<file path="src/rtl/alu_seq.sv">
// Multi-cycle ALU: single-cycle add/sub/logic, iterative shift-add multiply and
// restoring divide/modulo behind a start/ready/busy/done handshake.
module alu_seq #(
    parameter int WIDTH = 32
) (
    input  logic             clk,
    input  logic             rst,
    input  logic             start,
    input  logic [WIDTH-1:0] a,
    input  logic [WIDTH-1:0] b,
    input  logic [2:0]       ALUControl,
    output logic             ready,
    output logic             busy,
    output logic             done,
    output logic [WIDTH-1:0] resultado,
    output logic [3:0]       flagsResult
);

    localparam int CW = $clog2(WIDTH + 1);
    localparam logic [CW-1:0] CNT_INIT = CW'(WIDTH);
    localparam logic [CW-1:0] CNT_ONE  = CW'(1);
    localparam logic [CW-1:0] CNT_ZERO = CW'(0);

    localparam logic [2:0] OP_ADD = 3'b000;
    localparam logic [2:0] OP_SUB = 3'b001;
    localparam logic [2:0] OP_MUL = 3'b010;
    localparam logic [2:0] OP_DIV = 3'b011;
    localparam logic [2:0] OP_MOD = 3'b100;
    localparam logic [2:0] OP_AND = 3'b101;
    localparam logic [2:0] OP_OR  = 3'b110;
    localparam logic [2:0] OP_XOR = 3'b111;

    typedef enum logic [1:0] {
        S_IDLE = 2'd0,
        S_CALC = 2'd1,
        S_DONE = 2'd2
    } state_t;

    state_t           r_state;
    logic [CW-1:0]    r_cnt;
    logic [WIDTH-1:0] r_a;
    logic [WIDTH-1:0] r_b;
    logic [2:0]       r_op;
    logic [WIDTH-1:0] r_hi;
    logic [WIDTH-1:0] r_lo;
    logic             r_ready;
    logic             r_busy;
    logic             r_done;
    logic [WIDTH-1:0] r_res;
    logic [3:0]       r_flags;

    logic [WIDTH:0]   w_mul_sum;
    logic [WIDTH:0]   w_rem_sh;
    logic [WIDTH:0]   w_trial;
    logic [WIDTH-1:0] w_step_hi;
    logic [WIDTH-1:0] w_step_lo;
    logic [WIDTH:0]   w_add;
    logic [WIDTH:0]   w_sub;
    logic [WIDTH-1:0] w_res;
    logic             w_v;
    logic             w_c;
    logic [3:0]       w_flags;
    logic             w_long;

    assign ready       = r_ready;
    assign busy        = r_busy;
    assign done        = r_done;
    assign resultado   = r_res;
    assign flagsResult = r_flags;

    assign w_long = (ALUControl == OP_MUL) || (ALUControl == OP_DIV) || (ALUControl == OP_MOD);

    // One iteration: {r_hi,r_lo} is the product for mul, {remainder,quotient} for div/mod
    always_comb begin
        w_mul_sum = {1'b0, r_hi} + ({1'b0, r_a} & {(WIDTH + 1){r_lo[0]}});
        w_rem_sh  = {r_hi, r_lo[WIDTH-1]};
        w_trial   = w_rem_sh - {1'b0, r_b};
        w_step_hi = r_hi;
        w_step_lo = r_lo;
        if (r_op == OP_MUL) begin
            w_step_hi = w_mul_sum[WIDTH:1];
            w_step_lo = {w_mul_sum[0], r_lo[WIDTH-1:1]};
        end else if (!w_trial[WIDTH]) begin
            w_step_hi = w_trial[WIDTH-1:0];
            w_step_lo = {r_lo[WIDTH-2:0], 1'b1};
        end else begin
            w_step_hi = w_rem_sh[WIDTH-1:0];
            w_step_lo = {r_lo[WIDTH-2:0], 1'b0};
        end
    end

    // Final result and flags from the latched operands / iteration registers
    always_comb begin
        w_add = {1'b0, r_a} + {1'b0, r_b};
        w_sub = {1'b0, r_a} + {1'b0, ~r_b} + {{WIDTH{1'b0}}, 1'b1};
        w_res = {WIDTH{1'b0}};
        w_v   = 1'b0;
        w_c   = 1'b0;
        case (r_op)
            OP_ADD: begin
                w_res = w_add[WIDTH-1:0];
                w_c   = w_add[WIDTH];
                w_v   = (r_a[WIDTH-1] == r_b[WIDTH-1]) && (w_add[WIDTH-1] != r_a[WIDTH-1]);
            end
            OP_SUB: begin
                w_res = w_sub[WIDTH-1:0];
                w_c   = w_sub[WIDTH];
                w_v   = (r_a[WIDTH-1] != r_b[WIDTH-1]) && (w_sub[WIDTH-1] != r_a[WIDTH-1]);
            end
            OP_MUL: begin
                w_res = r_lo;
                w_v   = |r_hi;
            end
            // A zero divisor naturally yields all-ones quotient and remainder = a
            OP_DIV: begin
                w_res = r_lo;
                w_v   = (r_b == {WIDTH{1'b0}});
            end
            OP_MOD: begin
                w_res = r_hi;
                w_v   = (r_b == {WIDTH{1'b0}});
            end
            OP_AND:  w_res = r_a & r_b;
            OP_OR:   w_res = r_a | r_b;
            OP_XOR:  w_res = r_a ^ r_b;
            default: w_res = {WIDTH{1'b0}};
        endcase
        w_flags = {w_res[WIDTH-1], (w_res == {WIDTH{1'b0}}), w_c, w_v};
    end

    // Control FSM with registered handshake, result and flag outputs
    always_ff @(posedge clk) begin
        if (rst) begin
            r_state <= S_IDLE;
            r_cnt   <= CNT_ZERO;
            r_a     <= {WIDTH{1'b0}};
            r_b     <= {WIDTH{1'b0}};
            r_op    <= 3'b000;
            r_hi    <= {WIDTH{1'b0}};
            r_lo    <= {WIDTH{1'b0}};
            r_ready <= 1'b1;
            r_busy  <= 1'b0;
            r_done  <= 1'b0;
            r_res   <= {WIDTH{1'b0}};
            r_flags <= 4'b0000;
        end else begin
            case (r_state)
                S_IDLE: begin
                    r_done <= 1'b0;
                    if (start) begin
                        r_a     <= a;
                        r_b     <= b;
                        r_op    <= ALUControl;
                        r_hi    <= {WIDTH{1'b0}};
                        r_lo    <= (ALUControl == OP_MUL) ? b : a;
                        r_ready <= 1'b0;
                        if (w_long) begin
                            r_state <= S_CALC;
                            r_cnt   <= CNT_INIT;
                            r_busy  <= 1'b1;
                        end else begin
                            r_state <= S_DONE;
                        end
                    end
                end
                S_CALC: begin
                    r_hi  <= w_step_hi;
                    r_lo  <= w_step_lo;
                    r_cnt <= r_cnt - CNT_ONE;
                    if (r_cnt == CNT_ONE) begin
                        r_state <= S_DONE;
                        r_busy  <= 1'b0;
                    end
                end
                S_DONE: begin
                    r_res   <= w_res;
                    r_flags <= w_flags;
                    r_done  <= 1'b1;
                    r_ready <= 1'b1;
                    r_state <= S_IDLE;
                end
                default: begin
                    r_state <= S_IDLE;
                    r_ready <= 1'b1;
                    r_busy  <= 1'b0;
                    r_done  <= 1'b0;
                end
            endcase
        end
    end

endmodule

</file>
<file path="config.mk">
export PLATFORM = sky130hd
export DESIGN_NAME = alu_seq
export DESIGN_NICKNAME = d
export VERILOG_FILES = /design/src/rtl/alu_seq.sv
export SDC_FILE = /design/constraint.sdc
export NUM_CORES = 1
export LEC_CHECK = 0
export ABC_AREA = 1
export CORE_ASPECT_RATIO = 0.8
export CORE_MARGIN = 2
export CORE_UTILIZATION = 42
export CTS_CLUSTER_SIZE = 8
export DETAILED_ROUTE_END_ITERATION = 10
export SLEW_MARGIN = 5
export SYNTH_ARGS = -nofsm -noshare
export SYNTH_HDL_FRONTEND = slang
export SYNTH_SLANG_ARGS = --single-unit
</file>
<file path="constraint.sdc">
create_clock -name clk -period 3 [get_ports clk]
set_input_delay 0.9 -clock clk [delete_from_list [all_inputs] [get_ports clk]]
set_output_delay 0.9 -clock clk [all_outputs]
set_load 0.02 [all_outputs]
</file>
## Word-level counts from Yosys, hierarchy flattened

Cells that the tools add are included.

- $add $sub $neg: 6
- Equality and inequality tests: 20
- Multiplexer cells: 26
- Bitwise gates (word level): 7
- Reduce and logical (&&, ||, !) cells: 18

Operators by type and width:

| kind | number |
|---|---|
| 32-bit one-hot mux with 7 select lines | 1 |
| 32-bit 2-to-1 mux | 6 |
| 32-bit one-hot mux with 2 select lines | 2 |
| 32-bit by 32-bit adder with 33-bit output | 2 |
| 32-bit zero test | 2 |
| 32-bit by 33-bit adder with 33-bit output | 1 |
| 33-bit by 1-bit adder with 33-bit output (second input constant) | 1 |
| 32-bit by 33-bit bitwise AND with 33-bit output | 1 |
| 33-bit by 32-bit subtractor with 33-bit output | 1 |
| 32-bit bitwise AND | 1 |
| 32-bit inverter | 1 |
| 32-bit OR | 1 |
| 32-bit OR reduction | 1 |
| 32-bit bitwise XOR | 1 |
| 3-bit == test (second input constant) | 5 |
| 3-bit by 2-bit == test with 1-bit output (second input constant) | 4 |
| 6-bit 2-to-1 mux | 2 |
| 6-bit one-hot mux with 2 select lines | 1 |
| 2-bit AND reduction | 4 |
| 6-bit by 1-bit == test with 1-bit output (second input constant) | 1 |
| 2-bit 2-to-1 mux | 3 |
| 2-bit inequality test (second input constant) | 3 |
| 1-bit one-hot mux with 2 select lines | 3 |
| 6-bit by 1-bit subtractor with 6-bit output (second input constant) | 1 |
| 18 further kinds | 28 |

- Register bits after elaboration: 178
- Output and inout port bits: 39

## Depth between registers and ports, before layout

Gate-level depths: netlist of the first run.

- Word-level depth: 6
- Mapped depth: 23
- Gate-level depth less buffers: 22

## Worst setup path after synthesis of the first run

Ideal clock, no wire load.

- Path kind: register to register
- From: reg r_lo[0]
- To: reg r_hi[21]
- Setup time: 70 ps
- Arrival: 2523 ps
- Data required time: 2930 ps
- Slack: 406 ps
- Stages on the path, launching flop included: 19
- Path buffers: 2
- Clock period less this slack: 2594 ps
- Path through: dfxtp_1 clkbuf_1 clkbuf_1 nand2_1 inv_1 ha_1 a21oi_1 o21ai_0 nand2_1 nand3_1 a21boi_0 inv_1 nand2_1 nand2_1 nand2_1 inv_1 o21ai_0 nand3_1 a21oi_1

- Cells in the longest elaborated chain, start to end: 4

RTL lines:

| item | RTL line | RTL |
|---|---|---|
| start, declared | 45 | `logic [WIDTH-1:0] r_lo;` |
| start signal, assigned | 140 | `r_lo <= {WIDTH{1'b0}};` |
| start signal, assigned | 155 | `r_lo <= (ALUControl == OP_MUL) ? b : a;` |
| start signal, assigned | 168 | `r_lo <= w_step_lo;` |
| 32-bit by 33-bit bitwise AND with 33-bit output | 75 | `w_mul_sum = {1'b0, r_hi} + ({1'b0, r_a} & {(WIDTH + 1){r_lo[0]}});` |
| 32-bit by 33-bit adder with 33-bit output | 75 |  |
| 32-bit 2-to-1 mux | 80 | `if (r_op == OP_MUL) begin` |
| 32-bit one-hot mux with 2 select lines | 147 | `case (r_state)` |
| end signal, assigned | 139 | `r_hi <= {WIDTH{1'b0}};` |
| end signal, assigned | 154 | `r_hi <= {WIDTH{1'b0}};` |
| end signal, assigned | 167 | `r_hi <= w_step_hi;` |
| end, declared | 44 | `logic [WIDTH-1:0] r_hi;` |

Every way passes these cells.
A chain may end at the register's enable or synchronous reset.

## Worst setup path in the final report of the first run

- From: reg r_b[29]
- To: reg r_hi[0]

- Cells in the longest elaborated chain, start to end: 4

RTL lines:

| item | RTL line | RTL |
|---|---|---|
| start, declared | 42 | `logic [WIDTH-1:0] r_b;` |
| start signal, assigned | 137 | `r_b <= {WIDTH{1'b0}};` |
| 33-bit by 32-bit subtractor with 33-bit output | 77 | `w_trial = w_rem_sh - {1'b0, r_b};` |
| 32-bit 2-to-1 mux | 83 | `end else if (!w_trial[WIDTH]) begin` |
| 32-bit 2-to-1 mux | 80 |  |
| 32-bit one-hot mux with 2 select lines | 147 |  |

Every way passes these cells.

==> results of run 1 <==
-- registers in the layout, indices dropped and copies added (netlist names) --
register / flops
busy: 1
done: 1
flagsResult: 3
r_a: 32
r_b: 32
r_cnt: 6
r_hi: 32
r_lo: 32
r_op: 3
r_state: 2
ready: 1
resultado: 32
-- power by group through the flow --
stage / clock network [mW] / logic [mW] / registers [mW]
after global placement: 0 / 5.04 / 2.88
after global routing: 2.46 / 6.01 / 2.88
after CTS: 2.36 / 5.13 / 2.83
after floorplan: 0 / 3.04 / 2.86
after detailed placement: 0 / 5.08 / 2.88
final: 2.33 / 5.48 / 2.86
-- logic make-up (layout without fill, tap and decap cells) --
family / Yosys count / after routing / share of synthesized area
compound gates: 741 / 741 / 0.2216
xor+xnor: 34 / 34 / 0.01588
fa+ha+maj: 166 / 166 / 0.1124
buf+inv: 674 / 910 / 0.1384
flops: 177 / 177 / 0.1890
other cells: 0 / 1 / 0
simple gates: 1462 / 1462 / 0.3227
-- metal layers --
metal | vias to the layer above | wire (um)
met4 | 0 | 3346
met5 | - | 0
met1 | 10630 | 37820
li1 | 11040 | -
met2 | 1077 | 34270
met3 | 144 | 8926
-- worst max-delay path, stage by stage, from the launching register on --
cell	delay [ns]
dfxtp_1	0.38
clkinvlp_4	0.25
ha_4	0.33
a21oi_1	0.19
o21ai_0	0.13
a21oi_1	0.15
o21ai_0	0.13
a21oi_2	0.20
nand2_2	0.09
nand2_1	0.10
nand2_4	0.12
clkbuf_16	0.20
nand2_1	0.06
o21ai_0	0.12
o21ai_0	0.18
a21oi_1	0.08
-- cell usage after synthesis (12+ instances only) --
| cell type | count | share of area |
|---|---|---|
| inv_1 | 539 | 0.11 |
| xor2_1 | 24 | 0.011 |
| dfxtp_1 | 177 | 0.19 |
| nand3_1 | 222 | 0.059 |
| o221ai_1 | 21 | 0.0098 |
| nor3_1 | 26 | 0.0069 |
| nand2_1 | 792 | 0.16 |
| o211ai_1 | 51 | 0.020 |
| a211oi_1 | 15 | 0.0060 |
| and2_1 | 12 | 0.0040 |
| nand4_1 | 42 | 0.014 |
| clkbuf_1 | 84 | 0.017 |
| o21ai_0 | 280 | 0.075 |
| buf_1 | 12 | 0.0024 |
| buf_2 | 26 | 0.0069 |
| nor2_1 | 329 | 0.066 |
| ha_1 | 162 | 0.11 |
| o22ai_1 | 51 | 0.017 |
| o21bai_1 | 15 | 0.0060 |
| a21oi_1 | 271 | 0.072 |
-- final cells by class --
class	instances	area, um2	share of cell area
clock inverters	11	126.4	0.005488
flip-flops and latches	177	3595	0.1561
well taps	603	754.5	0.03277
inverters	544	2059	0.08944
clock buffers	20	446.7	0.01940
multi-input cells	2403	13060	0.5674
diodes	1	2.502	0.0001087
repair buffers	335	2978	0.1293
-- stage by stage --
stage          hold slack [ns]    util
3_3_place_gp            0.4538  0.4943
3_5_place_dp            0.4611  0.4943
5_1_grt                 0.4941  0.5209
6_report                0.4739  0.5209
4_1_cts                 0.4780  0.5092
2_1_floorplan           0.4522       -
-- worst min-delay path by stage --
stage	to	slack (ns)	cells past startpoint
floorplan	r_cnt[3]	0.45	2
global placement	flagsResult[2]	0.45	2
detailed placement	done	0.46	2
CTS	done	0.48	2
global route	done	0.49	2
finish	done	0.47	2
-- what timing repair did --
action                     CTS  global route
gates resized for setup     33           118
buffers inserted             2             5
gates cloned                 0             2
pin swaps                    0             8
setup endpoints to repair    1            35
==> impl_results.md, run 1 <==
- Tot Pwr: 10.68 mW
- WP data arrival: 3.21 ns
- Post-synth ARST share: 0
- Max frequency: 0.3477 GHz
- Synth-to-layout area growth: 22.82%
- HPWL Detailed: 67970 um
- Die height: 193.0 um
- Setup TNS: 0 ns
- CP endpoint: r_hi[0]
- Drt via density: 5.592
- Placed inst area: 0.02185 mm2
- Clock Path Buffers: 2
- Mean routed wirelength per cell: 20.61 um
- Syn_area_per_cell: 5.762 um2
- Yosys reg bits: 177
- Clock tree sinks: 177
- H-tree levels: 4
- Max VDD drop: 0.4114 mV
- First-pass GRT wire length: 125800 um
- Final worst setup slack: 0.1240 ns
- Reg2reg start: r_b[29]
- DR iter-0 viols: 2604
- CTS tree: built
- Max Slew Vio Count: 0
- P_leak: 11.51 nW
- CTS buffer count: 17
- Initial antenna violation count: 3
- Initial Util: 0.4241
- Hold_buf cts: 0
- Critical Path Start: r_b[29]
- Met1 Usage GRT: 0.5050
- Commonest non-fill, non-tap cell in the layout: nand2_1
- Root Driver: clkbuf_16
- Status: finished, final reports clean
- Layout Skew: 0.01560 ns
- Pre-CTS setup slack: -0.1968 ns
- Die Wd: 240.2 um
- Final-stage net count: 3714
- Ys flop type: dfxtp_1
- Switch Pwr: 4.961 mW
- Gr ovfl total: 0
- Post-synthesis cell type count: 48
- Crit Path Max Fanout: 12
- Met3 GRT Util: 0.09339
- Synth Instances: 3254
- GRT met2 Usage: 0.5295
- GR Util All Layers: 0.3607
- Die area: 0.04635 mm2
- Routed Wire Length: 84370 um
- Largest net degree at the start of global routing: 135
- Worst R2R Path Depth: 15
- Most frequent cells in the layout: 775 x nand2_1, 527 x inv_1, 313 x nor2_1
- Worst setup EP type: flop
- Via Count: 22890
- Num rows: 69
- Clock power frac: 0.218
- R2R setup slack: 0.12 ns
- Sequential area share after synthesis: 0.1890
- DRC Markers: 0
- Relative max-transition margin: 0.4000
- Worst-path clk slew: 0.08 ns
- Detail Route Antenna Nets: 0
- Synth Cell Area: 0.01875 mm2
- Clock Latency Late Sink: 0.48 ns
- Fin crit period: 2.876 ns
- Power Internal: 5.719 mW
- Io pins: 109
- Number of port buffers: 108
- MaxCap Viol Count: 0
- Reg power frac: 0.268
- Tcrit/Tclk final: 0.9587
- Hold Path Origin: done
- Class of the most critical setup path: reg2reg
- Gp weighted congestion: 1.005
- Hold WC Path Type: reg2reg
- Final hold vios: 0
- Fillcell total: 4678
- Final std cells w/o fill: 4094
- Worst-Margin Slew: 0.9000 ns
- Gate power share: 0.514
- Power Dens Cells: 463.8 mW/mm2
- Setup Viol. Count Final: 0
- Synth warn: 0
- Fin area: 0.02303 mm2
- Number of global-route vias before repair: 21330
- Synth Net Count: 3490
- Post-Place Cells: 4053
- Startpoint Class: flop
- Critical Path RT: 3.34 ns
- RSZ-0062 raised after global routing: yes
- Share of cells above drive strength 1: 0.1149
- Reg-to-Reg End: r_hi[0]
- Sw frac: 0.4645
- Number of synthesized flops with an enable pin: 0
- DR pass1 iterations: 6
- Grt peak-use layer: met2
- Core Area: 0.04420 mm2
Note: power is estimated with default switching activity, not from simulation.
==> run 2: changes to the inputs <==
--- a/config.mk
+++ b/config.mk
@@ -9,7 +9,7 @@
 export CORE_ASPECT_RATIO = 0.8
 export CORE_MARGIN = 2
 export CORE_UTILIZATION = 42
-export CTS_CLUSTER_SIZE = 8
+export CTS_CLUSTER_SIZE = 10
 export DETAILED_ROUTE_END_ITERATION = 10
 export SLEW_MARGIN = 5
 export SYNTH_ARGS = -nofsm -noshare
==> results of run 2 <==
No change in the layout: final DEF, timing and power equal those of run 1.
==> run 3: changes to the inputs <==
--- a/config.mk
+++ b/config.mk
@@ -11,6 +11,7 @@
 export CORE_UTILIZATION = 42
 export CTS_CLUSTER_SIZE = 10
 export DETAILED_ROUTE_END_ITERATION = 10
+export SKIP_LAST_GASP = 1
 export SLEW_MARGIN = 5
 export SYNTH_ARGS = -nofsm -noshare
 export SYNTH_HDL_FRONTEND = slang
==> impl_results.md, run 3 (synthesis results as in run 1) <==
- H-tree levels: 4 (unchanged)
- Number of port buffers: 108 (unchanged)
- Mean routed wirelength per cell: 20.57 um (-0.17%)
- HPWL Detailed: 67970 um (unchanged)
- WHS: 0.4735 ns (-0.0003050 ns)
- Commonest non-fill, non-tap cell in the layout: nand2_1
- Clock Latency Late Sink: 0.49 ns (about the same)
- Number of global-route vias before repair: 21330 (unchanged)
- Die area: 0.04635 mm2 (unchanged)
- Switch Pwr: 4.964 mW (about the same)
- Crit Path Max Fanout: 6 (-6)
- Fillcell total: 4682 (+0.086%)
- Hold WC Path Type: reg2reg
- Reg-to-Reg End: r_hi[0]
- CP Cell Sequence: clkinvlp_4 > ha_4 > a21oi_1 > o21ai_0 > a21oi_1 > o21ai_0 > a21oi_2 > buf_4 > nand3_2 > nand2_4 > clkbuf_16 > o21ai_0 > o21ai_0 > a21oi_1
- Core Area: 0.04420 mm2 (unchanged)
- Power Dens Cells: 464.0 mW/mm2 (about the same)
- Worst setup EP type: flop
- Via Count: 22870 (-0.11%)
- Layout Skew: 0.01691 ns (+0.001310 ns)
- WP data arrival: 3.20 ns (about the same)
- First-pass GRT wire length: 125800 um (unchanged)
- Num rows: 69 (unchanged)
- Drt via density: 5.584 (-0.14%)
- GR Util All Layers: 0.3607 (unchanged)
- Pre-CTS setup slack: -0.1968 ns (unchanged)
- CTS tree: built
- Cell mode on critical path: o21ai_0
- Initial antenna violation count: 3 (unchanged)
- Critical Path RT: 3.34 ns (about the same)
- Clock Path Buffers: 2 (unchanged)
- Multi-input logic area: 0.01305 mm2 (about the same)
- Critical path's slowest cell: dfxtp_1
- Status: finished, final reports clean
- Io pins: 109 (unchanged)
- Clock power frac: 0.220 (+0.002)
- Worst R2R Path Depth: 14 (-1)
- Largest net degree at the start of global routing: 135 (unchanged)
- Worst-Margin Slew: 0.9098 ns (+0.009752 ns)
- Reg power frac: 0.268 (about the same)
- Fin crit period: 2.858 ns (-0.01800 ns)
- Share of cells above drive strength 1: 0.1146 (-0.0002865)
- Peak per-stage delay on the critical path: 0.38 ns (about the same)
- MaxCap Viol Count: 0 (unchanged)
- Max Slew Vio Count: 0 (unchanged)
- Gate power share: 0.513 (about the same)
- Gr ovfl total: 0 (unchanged)
- Setup Viol. Count Final: 0 (unchanged)
- Setup TNS: 0 ns (unchanged)
- Final core occ: 0.5207 (about the same)
- Hold Crit Endpoint: done
- Tcrit/Tclk final: 0.9527 (-0.006001)
- RSZ-0062 raised after global routing: yes
- DR iter-0 viols: 2372 (-8.9%)
- Relative max-transition margin: 0.3935 (-0.006501)
- DR pass1 iterations: 6 (unchanged)
- Detail Route Antenna Nets: 0 (unchanged)
- P_leak: 11.51 nW (about the same)
- Hold Path Origin: done
- Final hold vios: 0 (unchanged)
- Die height: 193.0 um (unchanged)
- Reg2reg start: r_b[29]
- Startpoint Class: flop
- Initial Util: 0.4241 (unchanged)
- Routed Wire Length: 84250 um (-0.14%)
- Root Driver: clkbuf_16
- Final worst setup slack: 0.1420 ns (+0.01800 ns)
- Most frequent cells in the layout: 775 x nand2_1, 527 x inv_1, 313 x nor2_1
- Power Internal: 5.714 mW (about the same)
- CTS buffer count: 17 (unchanged)
- Sw frac: 0.4649 (about the same)
- Die Wd: 240.2 um (unchanged)
- R2R setup slack: 0.14 ns (+0.02 ns)
- Max VDD drop: 0.4113 mV (about the same)
- Sequential cell area: 0.003595 mm2 (unchanged)
- Final-stage net count: 3714 (unchanged)
- Class of the most critical setup path: reg2reg
- Max frequency: 0.3499 GHz (+0.63%)
- Synth-to-layout area growth: 22.76% (about the same)
- DRC Markers: 0 (unchanged)
- Worst Hold Depth: 2 (unchanged)
- Clock tree sinks: 177 (unchanged)
- Gp weighted congestion: 1.005 (unchanged)
- Worst-path clk slew: 0.08 ns (about the same)
## run 3: critical path: cells and delay by family, from the launching register on
kind,cells,cell delay [ns]
and+or+nand+nor,2,0.24
DFF,1,0.38
AOI/OAI and AO/OA,8,1.18
buffers and inverters,3,0.58
adders and majority gates,1,0.33
## run 3: timing repair
item / CTS / global route
setup endpoints to repair: 1 / 35
pin swaps: 0 / 8
hold buffers: 0 / 0
resized for setup: 33 / 115
gates cloned: 0 / 2
buffers inserted: 2 / 5
## run 3: worst max-delay path by stage
stage | startpoint | end | slack (ns)
2_1_floorplan | r_lo[0] | r_hi[21] | 0.41
3_3_place_gp | r_a[2] | flagsResult[2] | -0.15
3_5_place_dp | r_a[20] | flagsResult[2] | -0.20
4_1_cts | r_a[0] | flagsResult[2] | 0.01
5_1_grt | r_a[8] | flagsResult[2] | -0.07
6_report | r_b[29] | r_hi[0] | 0.14
## run 3: cell type report
cell class	count	area share
timing repair buffer	335	0.1294
clock buffer	20	0.01941
antenna	2	0.0002175
multi-input combinational	2403	0.5671
inverter	544	0.08948
tap	603	0.03278
clock inverter	11	0.005491
sequential	177	0.1562
## run 3: power groups by stage
| stage | registers [mW] | logic [mW] | clock network, mW |
|---|---|---|---|
| after floorplan | 2.86 | 3.04 | 0 |
| after global placement | 2.88 | 5.04 | 0 |
| after detailed placement | 2.88 | 5.08 | 0 |
| after CTS | 2.83 | 5.13 | 2.36 |
| after global routing | 2.88 | 6.00 | 2.46 |
| final | 2.86 | 5.47 | 2.34 |
## run 3: metrics by stage
step                area, um2  std cells  power (mW)
floorplan               18750       3254       5.900
global placement        21850       4053       7.920
detailed placement      21850       4053       7.962
CTS                     22510       4086       10.33
global route            23010       4093       11.34
finish                  23020       4095       10.68
## run 3: per-layer routing
layer,wire [um],track usage,part of all wire
met3,8421,0.09339,0.10
met5,0,0,0
met2,34380,0.5295,0.41
met1,38200,0.5050,0.45
met4,3247,0.1343,0.039
